--- config.mk ---
export PLATFORM = sky130hd
export DESIGN_NAME = uart_tx_engine
export DESIGN_NICKNAME = d
export VERILOG_FILES = /design/src/rtl/uart_tx_engine.sv
export SDC_FILE = /design/constraint.sdc
export NUM_CORES = 1
export LEC_CHECK = 0
export ABC_AREA = 1
export CAP_MARGIN = 25
export CORE_ASPECT_RATIO = 1.25
export CORE_MARGIN = 2
export CORE_UTILIZATION = 40
export DETAILED_ROUTE_END_ITERATION = 8
export PLACE_DENSITY = 0.61
export RECOVER_POWER = 25
export SYNTH_ARGS = -nofsm -noshare
export SYNTH_HDL_FRONTEND = slang
export SYNTH_SLANG_ARGS = --single-unit
--- constraint.sdc ---
create_clock -name clk -period 1.5 [get_ports clk]
set_clock_uncertainty 0.05 [all_clocks]
set_input_delay 0.3 -clock clk [delete_from_list [all_inputs] [get_ports clk]]
set_output_delay 0.3 -clock clk [all_outputs]
set_load 0.005 [all_outputs]
--- src/rtl/uart_tx_engine.sv ---
// UART transmit engine: captures a character on load and serialises start, data, parity
// and stop bits onto tx, advancing one bit per shift strobe from an external baud counter.
module uart_tx_engine #(
    parameter int unsigned STOP_BITS = 1
) (
    input  logic       clk,
    input  logic       rstb,
    input  logic       load,
    input  logic [7:0] data,
    input  logic       eight,
    input  logic       pen,
    input  logic       ohel,
    input  logic       shift,
    output logic       shifting,
    output logic       tx,
    output logic       tx_rdy,
    output logic       done
);

    localparam int unsigned N    = 11 + STOP_BITS - 1;
    localparam logic [3:0]  LAST = 4'(N - 1);

    typedef enum logic [0:0] {StIdle, StShift} state_e;

    state_e         state_q, state_d;
    logic [3:0]     cnt_q, cnt_d;
    logic [N-1:0]   frame_q, frame_d;
    logic           tx_q, tx_d;
    logic           done_q, done_d;

    logic [7:0]     data_used;
    logic           par_bit;
    logic [N-1:0]   frame_new;

    // Frame image as it will appear on the line, bit 0 (start) first.
    always_comb begin
        data_used    = eight ? data : {1'b0, data[6:0]};
        par_bit      = pen ? ((^data_used) ^ ohel) : 1'b1;
        frame_new    = '1;
        frame_new[0] = 1'b0;
        frame_new[7:1] = data[6:0];
        frame_new[8] = eight ? data[7] : par_bit;
        frame_new[9] = eight ? par_bit : 1'b1;
    end

    always_comb begin
        state_d  = state_q;
        cnt_d    = cnt_q;
        frame_d  = frame_q;
        tx_d     = tx_q;
        done_d   = 1'b0;
        shifting = (state_q == StShift);
        tx_rdy   = (state_q == StIdle);
        case (state_q)
            StIdle: begin
                if (load) begin
                    state_d = StShift;
                    cnt_d   = 4'd0;
                    frame_d = frame_new;
                    tx_d    = 1'b0;
                end
            end
            StShift: begin
                if (shift) begin
                    if (cnt_q == LAST) begin
                        state_d = StIdle;
                        cnt_d   = 4'd0;
                        frame_d = '1;
                        tx_d    = 1'b1;
                        done_d  = 1'b1;
                    end else begin
                        // frame_q[0] is always the bit currently on the line.
                        cnt_d   = cnt_q + 4'd1;
                        frame_d = {1'b1, frame_q[N-1:1]};
                        tx_d    = frame_q[1];
                    end
                end
            end
            default: state_d = StIdle;
        endcase
    end

    always_ff @(posedge clk or posedge rstb) begin
        if (rstb) begin
            state_q <= StIdle;
            cnt_q   <= 4'd0;
            frame_q <= '1;
            tx_q    <= 1'b1;
            done_q  <= 1'b0;
        end else begin
            state_q <= state_d;
            cnt_q   <= cnt_d;
            frame_q <= frame_d;
            tx_q    <= tx_d;
            done_q  <= done_d;
        end
    end

    assign tx   = tx_q;
    assign done = done_q;

endmodule

==> results_dict.tcl, run 1 <==
set metrics [dict create \
    power_mw 1.66 \
    cts_hold_buf 0 \
    synth_area_um2 977 \
    wire_per_inst_um 10.3 \
    powerDensity_nw_per_um2 1200 \
    cp-start-kind "flop" \
    rrSetupSlack_ns 0.06 \
    crit_path_end_kind "primary output" \
    placed_cell_area_um2 1310 \
    finalCriticalPeriod_ns 1.45 \
    drive_gt1_frac 0.307 \
    synth.area.top_cells "dfstp_2 (27%), dfrtp_1 (15%), nand2_1 (15%)" \
    finalCritPeriodShare 0.967 \
    ios 19 \
    setup_ws_ns 0.0490 \
    yosys_warnings 0 \
    grt_pass1_vias 924 \
    drtAntennaViolNets 0 \
    hpwl_mm 1.62 \
    num_vias 912 \
    fmax_ghz 0.689 \
    htree_levels 1 \
    vias_per_cell 4.58 \
    gp_congestion 0.717 \
    max_slew.worst_pin.slew_ns 0.809 \
    dieArea_um2 2860 \
    die_x_um 48.2 \
    ys_types 22 \
    synth_top_area_share 0.269 \
    antenna_found_initial 0 \
    syn_nets 145 \
    grt_pass1_wl_mm 3.46 \
    drv_cap 0 \
    drtIter0Drc 15 \
    synthArstFlopShare 1.00 \
    synthSimpleGateAreaFrac 0.280 \
    core_area_um2 2380 \
    p_leak_nw 0.705 \
    cts_tree "built" \
    synth_cells 128 \
    critPathRequiredTime_ns 1.15 \
    drc 0 \
    place_worst_setup_slack_ns -0.216 \
    root_buffer "clkbuf_4" \
    syn_to_final_growth_pct 41.1 \
    cts_buffers 3 \
    track_usage 0.170 \
    clk_pin_slew_ns 0.09 \
    post-route-util 0.580 \
    synth_seq_cells 16 \
    first_pass_iters 4 \
    critical-path-top-delay-family "buffers and inverters" \
    clockBufferDepth 2 \
    initial_core_util 0.411 \
    relSlewSlack 0.461 \
    row_count 20 \
    synthMuxAreaShare 0 \
    cts.sinks 16 \
    rsz0062_at_grt "true" \
    grt-ovfl-total 0 \
    synth_top_family_by_area "simple AND/OR/NAND/NOR gates" \
    hp-class "flop to flop" \
    setup_violations 0 \
    antenna_cells 0 \
    design_area_um2 1380 \
    cp_max_fo 1 \
    syn_area_per_cell_um2 7.63 \
    clkLatencyLatePin_ns 0.28 \
    worstPathArrival_ns 1.10 \
    worstSetupPathType "flop to primary output" \
    synth_commonest_cells "nand2_1 (39), inv_1 (18), o21ai_0 (11), dfstp_2 (10), o22ai_1 (8)" \
    crit_chain "clkdlybuf4s50_1" \
    synth_compound_area_frac 0.132 \
    ys.flop_type "dfstp_2" \
    slowest_delay_ns 0.49 \
    totalWireLength_mm 2.06 \
    ys_seq_area_frac 0.423 \
    yosysMostFrequentCell "nand2_1" \
    synth_edf_count 0 \
    die_h_um 59.3 \
    outcome "complete, no violations" \
    critical-path-slowest-cell "clkdlybuf4s50_1" \
    numPortBuffers 18 \
    synth-xor-area-share 0.0359 \
    nets 184 \
    drv_slew 0 \
    hold-worst-slack_ns 0.425 \
    synth.largest_area_cell "dfstp_2" \
    hold_viol_final 0 \
    ir_drop_mv 0.932 \
    synthAdderAreaFrac 0.0256 \
    critPathBufInv 1 \
    grt_max_degree 17 \
]
[where the power goes]
part / internal, mW / total [mW] / switching, mW
clock network: 0.148 / 0.272 / 0.124
logic: 0.308 / 0.620 / 0.312
registers: 0.665 / 0.766 / 0.102
[logic make-up (layout without fill, tap and decap cells)]
kind of cell    count (synthesis)  in the layout
simple gates                   60             60
buf+inv                        24             62
compound gates                 22             22
flops                          16             16
xor+xnor                        4              4
fa+ha+maj                       2              2
[state kept, by name, summed over array words and instances (netlist names)]
signal	count
tx	1
done	1
shifting	1
frame_q	9
cnt_q	4
[layer usage]
layer / vias up / routed length, µm / global-route usage
li1: 488 / - / -
met2: 10 / 1110 / 0.316
met4: 0 / 16 / 0.0656
met3: 2 / 33 / 0.0274
met5: - / 0 / 0
met1: 412 / 892 / 0.177
[layout by cell type, fill, tap and decap left out, types with 6 or more instances in the layout]
| cell type | count |
|---|---|
| buf_4 | 16 |
| dfstp_2 | 10 |
| o22ai_1 | 8 |
| nand2_2 | 6 |
| o21ai_0 | 9 |
| nand2_1 | 37 |
| dfrtp_1 | 6 |
| inv_1 | 16 |
| clkdlybuf4s50_1 | 12 |
[per-stage QoR]
stage               TNS (ns)  instances
floorplan                  0        128
global placement      -0.657        192
detailed placement    -0.756        192
CTS                        0        198
global route         -0.0137        199
finish                     0        199
[timing repair]
action                     in CTS  in global routing
pin swaps                       0                  2
gates resized for setup         2                 14
setup buffers                   2                  1
setup endpoints to repair       3                 10
[path summary, 6_finish.rpt]
path                             from    endpoint  depth (start not counted)
min in group asynchronous        rstb    cnt_q[0]                          3
setup reg to reg             shifting          tx                          6
hold reg to reg            frame_q[8]  frame_q[8]                          2
hold / removal             frame_q[8]  frame_q[8]                          2
setup / recovery                 done        done                          1
max in group asynchronous        rstb    cnt_q[3]                          3
[area by class of cell]
class	instances	area, µm²
repair buffers	36	325
multi-input cells	88	480
inverters	22	82.6
fillers	226	998
flip-flops and latches	16	413
well taps	33	41.3
clock buffers	4	36.3
Power figures use the tool's default switching activity.
==> inputs of run 2 (changes only) <==
--- a/config.mk
+++ b/config.mk
@@ -11,6 +11,7 @@
 export CORE_MARGIN = 2
 export CORE_UTILIZATION = 40
 export DETAILED_ROUTE_END_ITERATION = 8
+export GPL_ROUTABILITY_DRIVEN = 1
 export PLACE_DENSITY = 0.61
 export RECOVER_POWER = 25
 export SYNTH_ARGS = -nofsm -noshare
==> results of run 2 <==
The final DEF is identical to that of run 1; final timing and power are the same.
==> inputs of run 3 (changes only) <==
==> constraint.sdc (replaced) <==
create_clock -name clk -period 1.6 [get_ports clk]
set_clock_uncertainty 0.05 [all_clocks]
set_input_delay 0.32 -clock clk [delete_from_list [all_inputs] [get_ports clk]]
set_output_delay 0.32 -clock clk [all_outputs]
set_load 0.005 [all_outputs]
==> results_dict.tcl, run 3 (same netlist as run 1, synthesis figures left out) <==
set metrics [dict create \
    outcome "complete, no violations" \
    reg.largest.list "frame_q: 9 flops, cnt_q: 4 flops" \
    timing.critical_path.from "shifting" \
    cp-start-kind "flop" \
    critical-path-slowest-cell "clkdlybuf4s50_1" \
    dp_cells 189 \
    setup_ws_ns 0.0693 \
    root_buffer "clkbuf_4" \
    antenna_cells 0 \
    dieArea_um2 2860 \
    final_common_cell "nand2_1" \
    critPathRequiredTime_ns 1.23 \
    ios 19 \
    grt_pass1_vias 836 \
    initial_core_util 0.411 \
    hold_start "frame_q[8]" \
    critical-path-top-delay-family "buffers and inverters" \
    max_slew.worst_pin.slew_ns 0.843 \
    slowest_delay_ns 0.50 \
    ir_drop_mv 0.675 \
    core_area_um2 2380 \
    powerDensity_nw_per_um2 1150 \
    hpwl_mm 1.64 \
    finalCriticalPeriod_ns 1.53 \
    numPortBuffers 18 \
    num-fill-cells 242 \
    cts_hold_buf 0 \
    drv_cap 0 \
    rsz0062_at_grt "false" \
    hold_viol_final 0 \
    gp_congestion 0.709 \
    fin_tns_setup_ns 0 \
    setup_violations 0 \
    drv_slew 0 \
    p_leak_nw 0.672 \
    drc 0 \
    final_cell_mix "nand2_1 (38), inv_1 (18), clkdlybuf4s50_1 (15)" \
    crit_chain "clkdlybuf4s50_1" \
    grt_pass1_wl_mm 3.37 \
    hp-class "flop to flop" \
    totalWireLength_mm 2.04 \
    fmax_ghz 0.653 \
    worstSetupPathType "flop to primary output" \
    grt-ovfl-total 0 \
    first_pass_iters 4 \
    clkLatencyLatePin_ns 0.28 \
    cts_buffers 3 \
    die_x_um 48.2 \
    die_h_um 59.3 \
    syn_to_final_growth_pct 36.1 \
    crit_path_end_kind "primary output" \
    drive_gt1_frac 0.253 \
    track_usage 0.169 \
    final_cells 195 \
    cts_tree "built" \
    drtIter0Drc 20 \
    cts.sinks 16 \
    largest_register_ffs 9 \
    antenna_found_initial 0 \
    relSlewSlack 0.438 \
    wire_per_inst_um 10.5 \
    rrSetupSlack_ns 0.14 \
    r2r-start "shifting" \
    grt_max_degree 17 \
    cp_max_fo 3 \
    nets 180 \
    finalCritPeriodShare 0.957 \
    clk_pin_slew_ns 0.09 \
    row_count 20 \
    clockBufferDepth 2 \
    vias_per_cell 4.65 \
    htree_levels 1 \
    post-route-util 0.559 \
    place_worst_setup_slack_ns -0.141 \
    top_register "frame_q" \
    worstPathArrival_ns 1.16 \
    drtAntennaViolNets 0 \
    critPathBufInv 1 \
    num_vias 907 \
]
[run 3: metrics by stage]
step                      power, mW  area (µm²)  hold WS [ns]
after global placement         1.25        1280         0.411
final                          1.53        1330         0.426
after global routing           1.65        1330         0.454
after CTS                      1.55        1330         0.284
after floorplan                1.06         977         0.177
after detailed placement       1.29        1280         0.418
[run 3: final cells by class]
| class | instances | area [µm²] | share of cell area |
|---|---|---|---|
| clock buffers | 4 | 36.3 | 0.0273 |
| well taps | 33 | 41.3 | 0.0310 |
| inverters | 22 | 82.6 | 0.0621 |
| flip-flops and latches | 16 | 413 | 0.310 |
| repair buffers | 32 | 292 | 0.219 |
| multi-input cells | 88 | 465 | 0.350 |
[run 3: per-layer routing]
metal,up-vias,share of wire,GRT usage
met5,-,0,0
met4,0,0.010,0.0695
met3,2,0.021,0.0274
met2,8,0.54,0.295
met1,419,0.43,0.193
li1,478,-,-
[run 3: timing repair]
item / in CTS / in global routing
gates cloned: 0 / 0
buffers inserted: 2 / 0
setup endpoints to repair: 3 / 5
gates resized for setup: 2 / 1
[run 3: worst paths after layout]
| kind | to | cells after the start |
|---|---|---|
| setup / recovery | shifting | 1 |
| hold / removal | frame_q[8] | 2 |
| setup reg to reg | frame_q[8] | 9 |
| hold reg to reg | frame_q[8] | 2 |
| max in group asynchronous | cnt_q[1] | 3 |
| min in group asynchronous | cnt_q[3] | 3 |
[run 3: power by group]
group / internal (mW) / total [mW] / switching [mW]
logic: 0.271 / 0.547 / 0.276
clock network: 0.138 / 0.257 / 0.119
registers: 0.623 / 0.721 / 0.0977
total: 1.03 / 1.53 / 0.493
==> edit 1 (settings of run 1) <==
Compare `cnt_q` against `LAST` with >= in place of ==.
--- a/src/rtl/uart_tx_engine.sv
+++ b/src/rtl/uart_tx_engine.sv
@@ -63,5 +63,5 @@
             StShift: begin
                 if (shift) begin
-                    if (cnt_q == LAST) begin
+                    if (cnt_q >= LAST) begin
                         state_d = StIdle;
                         cnt_d   = 4'd0;
Formal check against the unedited RTL: same outputs for any inputs over 10 cycles, from zero or initial values and one cycle with rstb high; that may be too few to reach the edited logic, so the function may still have changed.
==> edit 1 against run 1 <==
  * The flow now finishes with violations (setup timing)
  * Synthesized area shrank 0.90%
  * Setup slack got worse by 52 ps
  * Utilization up 3.2 points
  * Combinational power rose by 63%
  * Sequential cell count unchanged
  * Maximum frequency fell by 3.4%
  * Critical path depth up 6
  * First-iteration DRC count did not move
  * Wire length grew 7.4%
  * Design area up 0.18%
  * Power grew 28%
  * Register-to-register slack worse by 60 ps
  * Highest routed layer unchanged
==> edit 1: results (changes against run 1) <==
vias in the first global route=907 (-1.8%); critical path type=flip-flop to flip-flop; TNS Setup=-2.53 ps (-2.53 ps); Clk Tree Root Cell=clkbuf_4; R2R Path Start=cnt_q[1]; first-pass GRT wire length=3500 um (+1.0%); Synth cell types=22 (unchanged); Hold Path Class=flip-flop to flip-flop; Layout fillers=216 (-4.4%); Global Route Usage Sum=0.171 (+0.00112); Crit path max-delay family=compound AO/OA/AOI/OAI gates; crit path max-delay cell type=dfrtp_1; antenna violations before repair=0 (unchanged); Regs by FF count=frame_q x9, cnt_q x4; worst-path maximum fanout=8 (+7); Peak VDD IR=1.08 mV (+16%); list of most frequent post-synthesis cells=41 x nand2_1, 18 x inv_1, 10 x dfstp_2, 10 x nand3_1; I/O Buffers=18 (unchanged); total wire length=2210 um (+7.4%); Area contributors post-synth=dfstp_2 27%, nand2_1 16%, dfrtp_1 16%; Inserted Clock Buffers=3 (unchanged); WL/cell=11.2 um (+8.5%); largest net degree at the start of global routing=19 (+2); R2R cell count=7 (+1); Ys Warns=0 (unchanged); grt ovf=0 (unchanged); Leak=0.000702 uW (-0.55%); share of layout cells above drive strength 1=0.265 (-0.0422); GP Congestion=0.722 (+0.74%); DP Worst Slack=-247 ps (-30.7 ps); Synth Area per Inst=7.57 um^2 (-0.90%); vias per inst=4.71 (+2.8%); Final Net Count=184 (unchanged); reg2reg end=frame_q[8]; status=finished, violations left; clock tree buffer depth=2 (unchanged); post-synthesis async set-or-reset flop share=1.00 (unchanged); placed instance count=190 (-1.0%); Cell Area, Placed=0.00130 mm^2 (-0.67%); arrival time at the worst endpoint=1680 ps (+580 ps); Seq/Total Area, Yosys=0.426 (+0.00382); HPWL Detailed=1650 um (+2.2%); H-tree levels=1 (unchanged); PnR worst setup slack=-2.53 ps (-51.6 ps); Setup Viol. Count Final=1 (+1); slowest stage delay, CP=430 ps (-60 ps); Clock transition at path regs=90 ps (about the same); failing checks=setup timing; Worst-Margin Slew=799 ps (-9.91 ps)
-- edit 1: routing by layer --
metal | wire length (um) | vias up | GRT usage
met5 | 0 | - | 0
met4 | 36 | 0 | 0.0811
met3 | 27 | 4 | 0.00915
met2 | 1220 | 12 | 0.318
met1 | 926 | 423 | 0.185
li1 | - | 489 | -
-- edit 1: worst min-delay path by stage --
stage                 endpoint  cells after the start  slack (ps)  startpoint
floorplan             cnt_q[0]                      1         160        rstb
global placement    frame_q[8]                      2         410  frame_q[8]
detailed placement  frame_q[8]                      2         420  frame_q[8]
CTS                   cnt_q[1]                      3         250        rstb
global route        frame_q[8]                      2         450  frame_q[8]
finish              frame_q[8]                      2         430  frame_q[8]
-- edit 1: repair_timing --
action | CTS | global route
pin swaps | 0 | 5
gates resized for setup | 3 | 11
endpoints found under the setup margin | 3 | 14
buffers inserted | 1 | 2
gates cloned | 0 | 0
-- edit 1: tightest hold or removal path, cell delays in order, from the launching register on --
cell     delay [ps]
dfstp_2         380
nand2_1          60
nand2_1          50
-- edit 1: logic make-up (layout without fill, tap and decap cells) --
group | after synthesis | after routing | synth area share
fa+ha+maj | 2 | 2 | 0.0258
buf+inv | 22 | 60 | 0.0943
compound gates | 22 | 22 | 0.150
flops | 16 | 16 | 0.426
simple gates | 62 | 62 | 0.267
xor+xnor | 4 | 4 | 0.0362
-- edit 1: layout make-up --
class                           count  area (um^2)  share of cell area
Tap cell                           31         38.8              0.0281
Multi-Input combinational cell     90          493               0.357
Timing Repair Buffer               36          325               0.236
Clock buffer                        4         36.3              0.0263
Sequential cell                    16          413               0.299
Inverter                           20         75.1              0.0543
-- edit 1: where the power goes --
part	switching, uW	leakage (uW)	internal (uW)	total, uW
Sequential	128	0.000178	703	830
Combinational	513	0.000503	497	1010
Clock	130	0.0000210	148	278
==> edit 2 (flow settings as in run 1) <==
Made on the original files. Reset style: synchronous (`rstb`), changed in one clocked block.
--- a/src/rtl/uart_tx_engine.sv
+++ b/src/rtl/uart_tx_engine.sv
@@ -81,5 +81,5 @@
     end
 
-    always_ff @(posedge clk or posedge rstb) begin
+    always_ff @(posedge clk) begin
         if (rstb) begin
             state_q <= StIdle;
Formal check against the unedited RTL: differs if rstb is asserted again (counterexample within 4 cycles, from zero or initial values and one cycle with rstb high); with rstb held inactive, the same outputs for 10 cycles.
==> edit 2 against run 1 <==
  * Register-to-register slack gained 70 ps
  * Synthesized cell count grew 12%
  * Highest routed layer unchanged
  * Die area grew 2.1%
  * Sequential share of layout area shrank 6.7 points
  * Setup slack lost 2.4 ps
  * Wire length grew 9.0%
  * Sequential cell count is the same
  * Synthesized area grew 2.3%
  * Critical path depth is the same
  * Design area grew 0.18%
Power is not compared: it rests on default switching activity, and its combinational part moved more than twofold at a synthesized area within 25%.
==> edit 2: results (changes against run 1) <==
Final Net Count=200 (+8.7%); Layout fillers=240 (+6.2%); Main synth FF type=dfxtp_1; Synth cell types=28 (+27%); Crit. Startpoint=done; R2R Path Start=shifting; HPWL Detailed=1850 um (+14%); vias in the first global route=1,038 (+12%); Worst-Margin Slew=253 ps (-556 ps); Cell Area, Placed=0.00133 mm^2 (+2.2%); Adder-Cell Fraction of Synth Area=0.0250 (-0.000577); Post-Synth XOR/XNOR Area=0.0263 (-0.00957); Hold EP=cnt_q[3]; total wire length=2240 um (+9.0%); Post-CTS Setup Bufs=1 (-1); post-synthesis async set-or-reset flop share=0 (-1.00); grt met1 use=0.183 (+0.00541); final hold slack=419 ps (-6.21 ps); Detail Route met2 WL=1210 um (+8.8%); Global Route Usage Sum=0.182 (+0.0117); met2 usage=0.372 (+0.0560); GP Congestion=0.753 (+5.0%); complex-gate fraction of the synthesized area=0.154 (+0.0221); DP Worst Slack=-221 ps (-5.00 ps); Gate Count Post-Synth=143 (+12%); status=complete, no violations; M1 wire length=945 um (+5.9%); hold_sp=cnt_q[3]; R2R cell count=7 (+1); list of most frequent post-synthesis cells=48 x nand2_1, 17 x inv_1, 16 x dfxtp_1; largest net degree at the start of global routing=12 (-5); # resized after CTS=3 (+1)
## edit 2: changes by cell type in the layout (fill, tap and decap cells not counted), sizes merged, moves of 3 or more
cell	run 1	this run
nand3	9	12
buf	17	20
dfstp	10	0
o221ai	0	3
dfxtp	0	16
nand2	44	51
dfrtp	6	0
o22ai	8	1
o21ai	11	8
clkbuf	6	3
nor3	0	5
## edit 2: kinds of logic (layout without fill, tap and decap cells)
group | after synthesis | count (layout)
flops | 16 | 16
xor+xnor | 3 | 3
compound gates | 20 | 20
fa+ha+maj | 2 | 2
simple gates | 76 | 76
buf+inv | 26 | 64
## edit 2: area by class of cell
class / instances / area (um^2) / share of cell area
Clock buffer: 3 / 22.5 / 0.0163
Inverter: 23 / 88.8 / 0.0643
Multi-Input combinational cell: 101 / 566 / 0.409
Sequential cell: 16 / 322 / 0.233
Tap cell: 33 / 41.3 / 0.0299
Timing Repair Buffer: 38 / 342 / 0.247
